### src/rtl/discharge_pkg.sv
// Shared constants for the discharge parameter bank: parameter indices,
// waveform codes and default reset/limit vectors (index 0 in the LSBs).
package discharge_pkg;

   typedef logic [15:0] param_word_t;

   localparam int IDX_TON      = 0;
   localparam int IDX_TOFF     = 1;
   localparam int IDX_IP       = 2;
   localparam int IDX_WAVEFORM = 3;

   localparam param_word_t WAVE_RES  = 16'h8000;
   localparam param_word_t WAVE_RECT = 16'h0001;
   localparam param_word_t WAVE_TRI  = 16'h0002;

   localparam logic [63:0] DEF_PARAM_RST = {16'h0001, 16'd20, 16'd100, 16'd20};
   localparam logic [63:0] DEF_PARAM_MIN = {16'h0000, 16'd1, 16'd1, 16'd1};
   localparam logic [63:0] DEF_PARAM_MAX = {16'hFFFF, 16'd78, 16'd10000, 16'd1000};

endpackage

### src/rtl/discharge_param_bank_if.sv
// Command/parameter bus between SPI/key logic, mos_control and the parameter bank.
interface discharge_param_bank_if #(
   parameter int NUM_SRC   = 2,
   parameter int NUM_PARAM = 4,
   parameter int DATA_W    = 16
);
   logic [NUM_SRC-1:0]          start_ack;
   logic [NUM_SRC-1:0]          stop_ack;
   logic [NUM_PARAM-1:0]        change_ack;
   logic [NUM_PARAM*DATA_W-1:0] param_data_async;
   logic                        cycle_boundary;
   logic [NUM_PARAM*DATA_W-1:0] param_active;
   logic [NUM_PARAM-1:0]        param_pending;
   logic                        param_update;
   logic                        is_machine;
   logic [NUM_PARAM-1:0]        clamp_flag;

   modport master (
      output start_ack, stop_ack, change_ack, param_data_async, cycle_boundary,
      input  param_active, param_pending, param_update, is_machine, clamp_flag
   );

   modport slave (
      input  start_ack, stop_ack, change_ack, param_data_async, cycle_boundary,
      output param_active, param_pending, param_update, is_machine, clamp_flag
   );
endinterface

### src/rtl/param_sync_capture.sv
// One parameter lane: change strobe synchroniser, rising-edge detect, optional
// range clamp (DISCHARGE_PARAM_CLAMP_EN) and the shadow/pending register.
module param_sync_capture #(
   parameter int              DATA_W      = 16,
   parameter int              SYNC_STAGES = 2,
   parameter logic [DATA_W-1:0] RST_VAL   = '0,
   parameter logic [DATA_W-1:0] MIN_VAL   = '0,
   parameter logic [DATA_W-1:0] MAX_VAL   = '1
) (
   input  logic              clk,
   input  logic              rst_n,
   input  logic              change_ack,
   input  logic [DATA_W-1:0] data_in,
   input  logic              commit,
   output logic [DATA_W-1:0] shadow,
   output logic              pending,
   output logic              clamp_flag
);

   logic [SYNC_STAGES-1:0] sync_r;
   logic                   prev_r;
   logic                   edge_r;
   logic [DATA_W-1:0]      shadow_r;
   logic                   pending_r;
   logic [DATA_W-1:0]      captured_s;

   // Synchronise the strobe and register a one-cycle pulse on its rising edge
   always_ff @(posedge clk or negedge rst_n) begin
      if (!rst_n) begin
         sync_r <= '0;
         prev_r <= 1'b0;
         edge_r <= 1'b0;
      end else begin
         sync_r <= {sync_r[SYNC_STAGES-2:0], change_ack};
         prev_r <= sync_r[SYNC_STAGES-1];
         edge_r <= sync_r[SYNC_STAGES-1] & ~prev_r;
      end
   end

`ifdef DISCHARGE_PARAM_CLAMP_EN
   logic [DATA_W:0] below_diff_s;
   logic [DATA_W:0] above_diff_s;
   logic            clamp_hit_s;
   logic            clamp_flag_r;

   // Borrow bits give unsigned compares that stay well-formed when a limit is zero
   assign below_diff_s = {1'b0, data_in} - {1'b0, MIN_VAL};
   assign above_diff_s = {1'b0, MAX_VAL} - {1'b0, data_in};

   // Range clamp of the incoming value
   always_comb begin
      captured_s  = data_in;
      clamp_hit_s = 1'b0;
      if (below_diff_s[DATA_W]) begin
         captured_s  = MIN_VAL;
         clamp_hit_s = 1'b1;
      end else if (above_diff_s[DATA_W]) begin
         captured_s  = MAX_VAL;
         clamp_hit_s = 1'b1;
      end else begin
         captured_s  = data_in;
         clamp_hit_s = 1'b0;
      end
   end

   // Sticky clamp indication, cleared only by reset
   always_ff @(posedge clk or negedge rst_n) begin
      if (!rst_n) begin
         clamp_flag_r <= 1'b0;
      end else if (edge_r && clamp_hit_s) begin
         clamp_flag_r <= 1'b1;
      end
   end

   assign clamp_flag = clamp_flag_r;
`else
   assign captured_s = data_in;
   assign clamp_flag = 1'b0;
`endif

   // A capture wins over a same-cycle commit so the newer value stays pending
   always_ff @(posedge clk or negedge rst_n) begin
      if (!rst_n) begin
         shadow_r  <= RST_VAL;
         pending_r <= 1'b0;
      end else if (edge_r) begin
         shadow_r  <= captured_s;
         pending_r <= 1'b1;
      end else if (commit) begin
         pending_r <= 1'b0;
      end
   end

   assign shadow  = shadow_r;
   assign pending = pending_r;

endmodule

### src/rtl/discharge_param_bank.sv
// Discharge parameter bank: merges start/stop sources into is_machine and
// commits captured parameters atomically. Clamp option: DISCHARGE_PARAM_CLAMP_EN.
module discharge_param_bank
   import discharge_pkg::*;
#(
   parameter int                          NUM_SRC     = 2,
   parameter int                          NUM_PARAM   = 4,
   parameter int                          DATA_W      = 16,
   parameter int                          SYNC_STAGES = 2,
   parameter logic [NUM_SRC-1:0]          SRC_ASYNC   = 2'b01,
   parameter logic [NUM_SRC-1:0]          SRC_RST_EN  = 2'b10,
   parameter logic [NUM_PARAM*DATA_W-1:0] PARAM_RST   = DEF_PARAM_RST,
   parameter logic [NUM_PARAM*DATA_W-1:0] PARAM_MIN   = DEF_PARAM_MIN,
   parameter logic [NUM_PARAM*DATA_W-1:0] PARAM_MAX   = DEF_PARAM_MAX
) (
   input  logic                  clk,
   input  logic                  rst_n,
   discharge_param_bank_if.slave bus
);

   logic [NUM_SRC-1:0]          start_s;
   logic [NUM_SRC-1:0]          stop_s;
   logic [NUM_SRC-1:0]          enable_r;
   logic [NUM_SRC-1:0]          enable_next_s;
   logic                        machine_r;
   logic [NUM_PARAM-1:0]        pending_s;
   logic [NUM_PARAM-1:0]        clamp_s;
   logic [NUM_PARAM*DATA_W-1:0] shadow_s;
   logic [NUM_PARAM*DATA_W-1:0] active_r;
   logic                        update_r;
   logic                        commit_s;

   for (genvar i = 0; i < NUM_SRC; i++) begin : g_src
      if (SRC_ASYNC[i]) begin : g_async
         logic [SYNC_STAGES-1:0] start_sync_r;
         logic [SYNC_STAGES-1:0] stop_sync_r;

         // Synchronise start/stop requests from an asynchronous source
         always_ff @(posedge clk or negedge rst_n) begin
            if (!rst_n) begin
               start_sync_r <= '0;
               stop_sync_r  <= '0;
            end else begin
               start_sync_r <= {start_sync_r[SYNC_STAGES-2:0], bus.start_ack[i]};
               stop_sync_r  <= {stop_sync_r[SYNC_STAGES-2:0], bus.stop_ack[i]};
            end
         end

         assign start_s[i] = start_sync_r[SYNC_STAGES-1];
         assign stop_s[i]  = stop_sync_r[SYNC_STAGES-1];
      end else begin : g_sync
         assign start_s[i] = bus.start_ack[i];
         assign stop_s[i]  = bus.stop_ack[i];
      end
   end

   // Per-source enable update; stop has priority over start
   always_comb begin
      enable_next_s = enable_r;
      for (int i = 0; i < NUM_SRC; i++) begin
         if (stop_s[i]) begin
            enable_next_s[i] = 1'b0;
         end else if (start_s[i]) begin
            enable_next_s[i] = 1'b1;
         end else begin
            enable_next_s[i] = enable_r[i];
         end
      end
   end

   // Source enables and the registered machine-running flag
   always_ff @(posedge clk or negedge rst_n) begin
      if (!rst_n) begin
         enable_r  <= SRC_RST_EN;
         machine_r <= &SRC_RST_EN;
      end else begin
         enable_r  <= enable_next_s;
         machine_r <= &enable_r;
      end
   end

   for (genvar k = 0; k < NUM_PARAM; k++) begin : g_param
      param_sync_capture #(
         .DATA_W      (DATA_W),
         .SYNC_STAGES (SYNC_STAGES),
         .RST_VAL     (PARAM_RST[k*DATA_W +: DATA_W]),
         .MIN_VAL     (PARAM_MIN[k*DATA_W +: DATA_W]),
         .MAX_VAL     (PARAM_MAX[k*DATA_W +: DATA_W])
      ) u_capture (
         .clk        (clk),
         .rst_n      (rst_n),
         .change_ack (bus.change_ack[k]),
         .data_in    (bus.param_data_async[k*DATA_W +: DATA_W]),
         .commit     (commit_s),
         .shadow     (shadow_s[k*DATA_W +: DATA_W]),
         .pending    (pending_s[k]),
         .clamp_flag (clamp_s[k])
      );
   end

   assign commit_s = (bus.cycle_boundary || !machine_r) && (|pending_s);

   // Atomic commit of every pending shadow into the active set
   always_ff @(posedge clk or negedge rst_n) begin
      if (!rst_n) begin
         active_r <= PARAM_RST;
         update_r <= 1'b0;
      end else begin
         update_r <= commit_s;
         for (int k = 0; k < NUM_PARAM; k++) begin
            if (commit_s && pending_s[k]) begin
               active_r[k*DATA_W +: DATA_W] <= shadow_s[k*DATA_W +: DATA_W];
            end
         end
      end
   end

   assign bus.param_active  = active_r;
   assign bus.param_pending = pending_s;
   assign bus.param_update  = update_r;
   assign bus.is_machine    = machine_r;
   assign bus.clamp_flag    = clamp_s;

endmodule

### src/flat_wrapper.sv
// flat-port wrapper written by rule: the top's interface ports become plain ports
module discharge_param_bank_flat import discharge_pkg::*;
#(
   parameter int                          NUM_SRC     = 2,
   parameter int                          NUM_PARAM   = 4,
   parameter int                          DATA_W      = 16,
   parameter int                          SYNC_STAGES = 2,
   parameter logic [NUM_SRC-1:0]          SRC_ASYNC   = 2'b01,
   parameter logic [NUM_SRC-1:0]          SRC_RST_EN  = 2'b10,
   parameter logic [NUM_PARAM*DATA_W-1:0] PARAM_RST   = DEF_PARAM_RST,
   parameter logic [NUM_PARAM*DATA_W-1:0] PARAM_MIN   = DEF_PARAM_MIN,
   parameter logic [NUM_PARAM*DATA_W-1:0] PARAM_MAX   = DEF_PARAM_MAX
)
  (clk, rst_n, bus_start_ack, bus_stop_ack, bus_change_ack, bus_param_data_async, bus_cycle_boundary, bus_param_active, bus_param_pending, bus_param_update, bus_is_machine, bus_clamp_flag);
  discharge_param_bank_if #(.NUM_SRC(NUM_SRC), .NUM_PARAM(NUM_PARAM), .DATA_W(DATA_W)) bus_i ();
  input  logic clk;
  input  logic rst_n;
  input wire logic [$bits(bus_i.start_ack)-1:0] bus_start_ack;
  input wire logic [$bits(bus_i.stop_ack)-1:0] bus_stop_ack;
  input wire logic [$bits(bus_i.change_ack)-1:0] bus_change_ack;
  input wire logic [$bits(bus_i.param_data_async)-1:0] bus_param_data_async;
  input wire logic [$bits(bus_i.cycle_boundary)-1:0] bus_cycle_boundary;
  output wire logic [$bits(bus_i.param_active)-1:0] bus_param_active;
  output wire logic [$bits(bus_i.param_pending)-1:0] bus_param_pending;
  output wire logic [$bits(bus_i.param_update)-1:0] bus_param_update;
  output wire logic [$bits(bus_i.is_machine)-1:0] bus_is_machine;
  output wire logic [$bits(bus_i.clamp_flag)-1:0] bus_clamp_flag;
  assign bus_i.start_ack = bus_start_ack;
  assign bus_i.stop_ack = bus_stop_ack;
  assign bus_i.change_ack = bus_change_ack;
  assign bus_i.param_data_async = bus_param_data_async;
  assign bus_i.cycle_boundary = bus_cycle_boundary;
  assign bus_param_active = bus_i.param_active;
  assign bus_param_pending = bus_i.param_pending;
  assign bus_param_update = bus_i.param_update;
  assign bus_is_machine = bus_i.is_machine;
  assign bus_clamp_flag = bus_i.clamp_flag;
  discharge_param_bank #(.NUM_SRC(NUM_SRC), .NUM_PARAM(NUM_PARAM), .DATA_W(DATA_W), .SYNC_STAGES(SYNC_STAGES), .SRC_ASYNC(SRC_ASYNC), .SRC_RST_EN(SRC_RST_EN), .PARAM_RST(PARAM_RST), .PARAM_MIN(PARAM_MIN), .PARAM_MAX(PARAM_MAX)) u_core (.clk(clk), .rst_n(rst_n), .bus(bus_i));
endmodule
### config.mk
export PLATFORM = sky130hd
export DESIGN_NAME = discharge_param_bank_flat
export DESIGN_NICKNAME = d
export VERILOG_FILES = /design/src/rtl/discharge_pkg.sv /design/src/rtl/discharge_param_bank_if.sv /design/src/rtl/param_sync_capture.sv /design/src/rtl/discharge_param_bank.sv /design/src/flat_wrapper.sv
export SDC_FILE = /design/constraint.sdc
export NUM_CORES = 1
export LEC_CHECK = 0
export ABC_CLOCK_PERIOD_IN_PS = 2900
export CAP_MARGIN = 20
export CORE_AREA = 2 2 115 106
export DETAILED_ROUTE_END_ITERATION = 12
export DIE_AREA = 0 0 117 108
export HOLD_SLACK_MARGIN = 0.03
export PLACE_DENSITY = 0.84
export RECOVER_POWER = 25
export SYNTH_ARGS = -nofsm -noshare
export SYNTH_HDL_FRONTEND = slang
export SYNTH_SLANG_ARGS = --single-unit
### constraint.sdc
create_clock -name clk -period 2.9 [get_ports clk]
set_input_delay 0.435 -clock clk [delete_from_list [all_inputs] [get_ports clk]]
set_output_delay 0.435 -clock clk [all_outputs]
set_load 0.01 [all_outputs]
Word level (Yosys, flattened, before mapping) --
Index checks and enable logic that the tools add are counted.
Cells by class: divide/modulo/power cells 0, shift operators 0, multipliers 0, $add $sub $neg 0, reduce and logical (&&, ||, !) cells 15, muxes and demuxes 9, bitwise gates (word level) 8, equality and inequality tests 0, magnitude comparators 0
Operators by type and width (number):
- $reduce_bool 2->1 | 6
- $mux 1 | 9
- $logic_and 1x1->1 | 5
- $and 1x1->1 | 4
- $not 1->1 | 4
- $reduce_or 4->1 | 1
- $reduce_and 2->1 | 1
- $logic_not 1->1 | 1
- $logic_or 1x1->1 | 1
Storage, ports and cells: flip-flop bits (word level) 156, output and inout port bits 74, latch bits 0, bits in writable memories 0, memory bits (read-only) 0, word-level logic and storage cells 62, memories kept 0

Longest topological paths before layout --
depth after elaboration 5, mapped depth 5, gate-level depth less buffers 3

Cells and area by module --
A second synthesis with hierarchy kept.
Unflattened totals: cells, all modules 328, area total of the unflattened synthesis 6124.6 um^2
Modules (own cells, without submodules):
- discharge_param_bank | cells each 152, instances 1, area each 2911.5 um^2
- param_sync_capture (u_core.g_param[0].u_capture ...) | cells each 44, instances 2, area each 803.3 um^2
- param_sync_capture (u_core.g_param[1].u_capture) | cells each 44, instances 1, area each 804.5 um^2
- param_sync_capture (u_core.g_param[3].u_capture) | cells each 44, instances 1, area each 802.0 um^2

Least setup slack after synthesis --
Ideal clock, no wire load.
path kind input port to flip-flop, start in bus_cycle_boundary, end reg u_core.active_r[10] (netlist: u_core.bus.param_active[10]), required time 2775 ps, slack 1528 ps, buffers on the path 2, stages 5, arrival 1247 ps, cells stage by stage nand2b_1 > buf_6 > nand2_4 > buf_12 > mux2_4
On the way: longest elaborated chain between the ends 3
RTL lines:
- start: declaration | RTL line flat_wrapper.sv:22 | input wire logic [$bits(bus_i.cycle_boundary)-1:0] bus_cycle_boundary;
- $logic_or 1x1->1 | RTL line discharge_param_bank.sv:101 | assign commit_s = (bus.cycle_boundary || !machine_r) && (|pending_s);
- $logic_and 1x1->1 | RTL line discharge_param_bank.sv:101
- $logic_and 1x1->1 | RTL line discharge_param_bank.sv:111 | if (commit_s && pending_s[k]) begin
- end signal: indexed assignment | RTL line discharge_param_bank.sv:112 | active_r[k*DATA_W +: DATA_W] <= shadow_s[k*DATA_W +: DATA_W];
- end: declaration | RTL line discharge_param_bank.sv:29 | logic [NUM_PARAM*DATA_W-1:0] active_r;
Every way passes these cells. A chain may end at the register's enable or synchronous reset.

Final worst setup path --
start reg u_core.active_r[36] (netlist: u_core.bus.param_active[36]), end out bus_param_active[36]
RTL lines:
- end: declaration | RTL line flat_wrapper.sv:23 | output wire logic [$bits(bus_i.param_active)-1:0] bus_param_active;
No word-level cell between the ends.

==> results.json <==
{
  "grt.overflow.total": 0,
  "clockRootBuffer": "clkbuf_16",
  "seqPwrFrac": 0.433,
  "fmax_mhz": 516.9,
  "postCtsSetupBuffers": 0,
  "synth_top_family_by_area": "multiplexers",
  "p_int_mw": 5.058,
  "grt.met2_usage": 0.2857,
  "syn2layout_area_growth_pct": 36.52,
  "diodes": 0,
  "initial_core_util": 0.5165,
  "clock_latency_ns": 0.41,
  "synth_edf_count": 0,
  "hold_violations": 0,
  "use_met3": 0.05661,
  "rsz0062_at_grt": "no",
  "path_cells": "clkdlybuf4s50_1",
  "yosysUniqueCellTypes": 17,
  "p_leak_nw": 3.511,
  "cp_slowest_cell": "clkdlybuf4s50_1",
  "ant_nets": 0,
  "slew_headroom": -0.2535,
  "cap_violations": 1,
  "pin_count": 149,
  "pwr-share-comb": 0.194,
  "rows": 37,
  "avgRoutedWirePerCell_um": 16.80,
  "yosysMostFrequentCell": "dfrtp_1",
  "synth_xor_area_frac": 0,
  "worst-path-max-fanout": 2,
  "p_sw_mw": 1.511,
  "report.final.slew_viol_count": 79,
  "tightest_slew_ns": 1.880,
  "switching_share": 0.2301,
  "synth_mux_area_frac": 0.2717,
  "finalSetupViolations": 0,
  "yosys.area_share.simple": 0.01986,
  "ys_top_cells_by_count": "139 x dfrtp_1, 88 x mux2_2, 40 x mux2_4",
  "crit_arrival_ns": 1.50,
  "core_region_area_sq_um": 11340,
  "synth_seq_cells": 156,
  "routed_wl_um": 10820,
  "irDropWorstVdd_mv": 0.6032,
  "worstSetupPathType": "reg -> out",
  "cts_resized": 0,
  "synth-adder-area-share": 0,
  "worst_setup_path_start_kind": "flop",
  "gr-usage-met1": 0.2351,
  "die-width_um": 117,
  "min_period_ns": 1.934,
  "drive_gt1_frac": 0.3791,
  "worst_path_largest_cell_delay_ns": 0.56,
  "powerDensity_nw_per_um2": 821.4,
  "port_buffers": 144,
  "cts-buffers-inserted": 17,
  "hp-class": "reg -> reg",
  "status": "finished, violations left",
  "antenna_found_initial": 0,
  "total_power_mw": 6.569,
  "gp_congestion": 0.7265,
  "firstDrtPassIters": 4,
  "synth_compound_area_frac": 0.005126,
  "synthTopCellsByArea": "dfrtp_1 59%, mux2_2 17%, mux2_4 10%, dfstp_2 7.6%, buf_12 1.4%",
  "tns_ns": 0,
  "cts_buffer_depth": 2,
  "yosys_most_used_dff": "dfrtp_1",
  "yosysTopAreaCell": "dfrtp_1",
  "dr_total_vias": 3149,
  "yosysSeqAreaShare": 0.6700,
  "cp.required_ns": 2.47,
  "fin_nets": 550,
  "drt_iter0_drc": 149,
  "path_buf_inv": 1,
  "fp.dieH_um": 108,
  "skew_ns": 0.008954,
  "grt_pass1_vias": 3403,
  "netlist_area_sq_um": 5858,
  "drc": 0,
  "end_kind": "primary output",
  "synth_top_area_frac": 0.5938,
  "synthArstFlopShare": 1.000,
  "grt_max_degree": 79,
  "p_clk_frac": 0.373,
  "synthesis.instances": 327,
  "cts_tree": "built",
  "cts_hold_buf": 0,
  "die_area_sq_um": 12640,
  "critPathTopFamily": "buffers and inverters",
  "grt_usage": 0.1806,
  "violations": "capacitance limit, slew limit",
  "grt_pass1_wl_um": 17090,
  "avgSynthCellArea_sq_um": 17.91,
  "yosys_warnings": 0,
  "viasPerCell": 4.890,
  "cts.sinks": 156,
  "dp_hpwl_um": 7317,
  "gr-max-usage-layer": "met2",
  "cts.clk_slew.worst_paths_ns": 0.06,
  "htreeDepth": 4,
  "finalCritPeriodShare": 0.6671
}
==> layer usage <==
metal / routed length [um] / vias to the layer above
met2: 5285 / 104
met3: 663 / 16
met1: 4666 / 1612
li1: - / 1417
met4: 204 / 0
met5: 0 / -
==> kinds of logic after synthesis <==
group / count (synthesis)
AOI/OAI and AO/OA: 4
buffers and inverters: 21
and+or+nand+nor: 17
other: 1
DFF: 156
muxes: 128
==> cell type report <==
| class | count | area, sq um |
|---|---|---|
| Fill cell | 736 | 3344 |
| Multi-Input combinational cell | 153 | 1753 |
| Timing Repair Buffer | 147 | 1459 |
| Clock inverter | 12 | 209.0 |
| Tap cell | 156 | 195.2 |
| Sequential cell | 156 | 3925 |
| Clock buffer | 20 | 456.7 |
==> metrics by stage <==
stage | util | instances | instance area, sq um | hold slack, ns | setup slack, ns
floorplan | - | 330 | 5869 | 0.1394 | 1.528
global placement | 0.6470 | 612 | 7338 | 0.3332 | 0.8593
detailed placement | 0.6470 | 612 | 7338 | 0.3387 | 0.8459
CTS | 0.7057 | 644 | 8004 | 0.07148 | 0.9486
global route | 0.7051 | 644 | 7998 | 0.3599 | 0.6620
finish | 0.7051 | 644 | 7998 | 0.3516 | 0.9655
==> power by group through the flow <==
stage | logic, mW | clock network [mW] | registers [mW]
2_1_floorplan | 0.513 | 0 | 2.92
3_3_place_gp | 1.26 | 0 | 2.85
3_5_place_dp | 1.29 | 0 | 2.88
4_1_cts | 1.30 | 2.50 | 2.85
5_1_grt | 1.36 | 2.59 | 2.89
6_report | 1.28 | 2.45 | 2.84
==> layout by cell type (no fill, tap or decap), drive strengths merged, types with 5 or more instances in the layout <==
| master | instances |
|---|---|
| bufinv | 5 |
| mux2 | 128 |
| clkbuf | 21 |
| clkdlybuf4s50 | 137 |
| dlygate4sd3 | 6 |
| dfrtp | 139 |
| nor2 | 5 |
| dfstp | 17 |
==> path summary, 6_finish.rpt <==
path | start | slack, ns | cells past startpoint | endpoint
worst min-delay path | u_core.g_src[0].g_async.start_sync_r[0] | 0.35 | 0 | u_core.g_src[0].g_async.start_sync_r[1]
worst min register to register | u_core.g_src[0].g_async.start_sync_r[0] | 0.35 | 0 | u_core.g_src[0].g_async.start_sync_r[1]
worst max register to register | u_core.bus.is_machine | 1.45 | 3 | u_core.bus.param_active[42]
worst max-delay path | u_core.bus.param_active[36] | 0.97 | 1 | bus_param_active[36]
min in group asynchronous | rst_n | 0.54 | 1 | u_core.g_param[2].u_capture.shadow[11]
max in group asynchronous | rst_n | 1.07 | 2 | u_core.g_param[1].u_capture.shadow[2]
==> sequential cells by signal (all words and copies together), names as in the netlist <==
register                           count
u_core.bus.param_active               64
u_core.g_param.u_capture.shadow       64
u_core.g_param.u_capture.sync_r        8
u_core.g_param.u_capture.edge_r        4
u_core.g_param.u_capture.pending       4
u_core.g_param.u_capture.prev_r        4
u_core.enable_r                        2
u_core.g_src.g_async.start_sync_r      2
u_core.g_src.g_async.stop_sync_r       2
u_core.bus.is_machine                  1
u_core.bus.param_update                1
(Power assumes the default switching activity.)
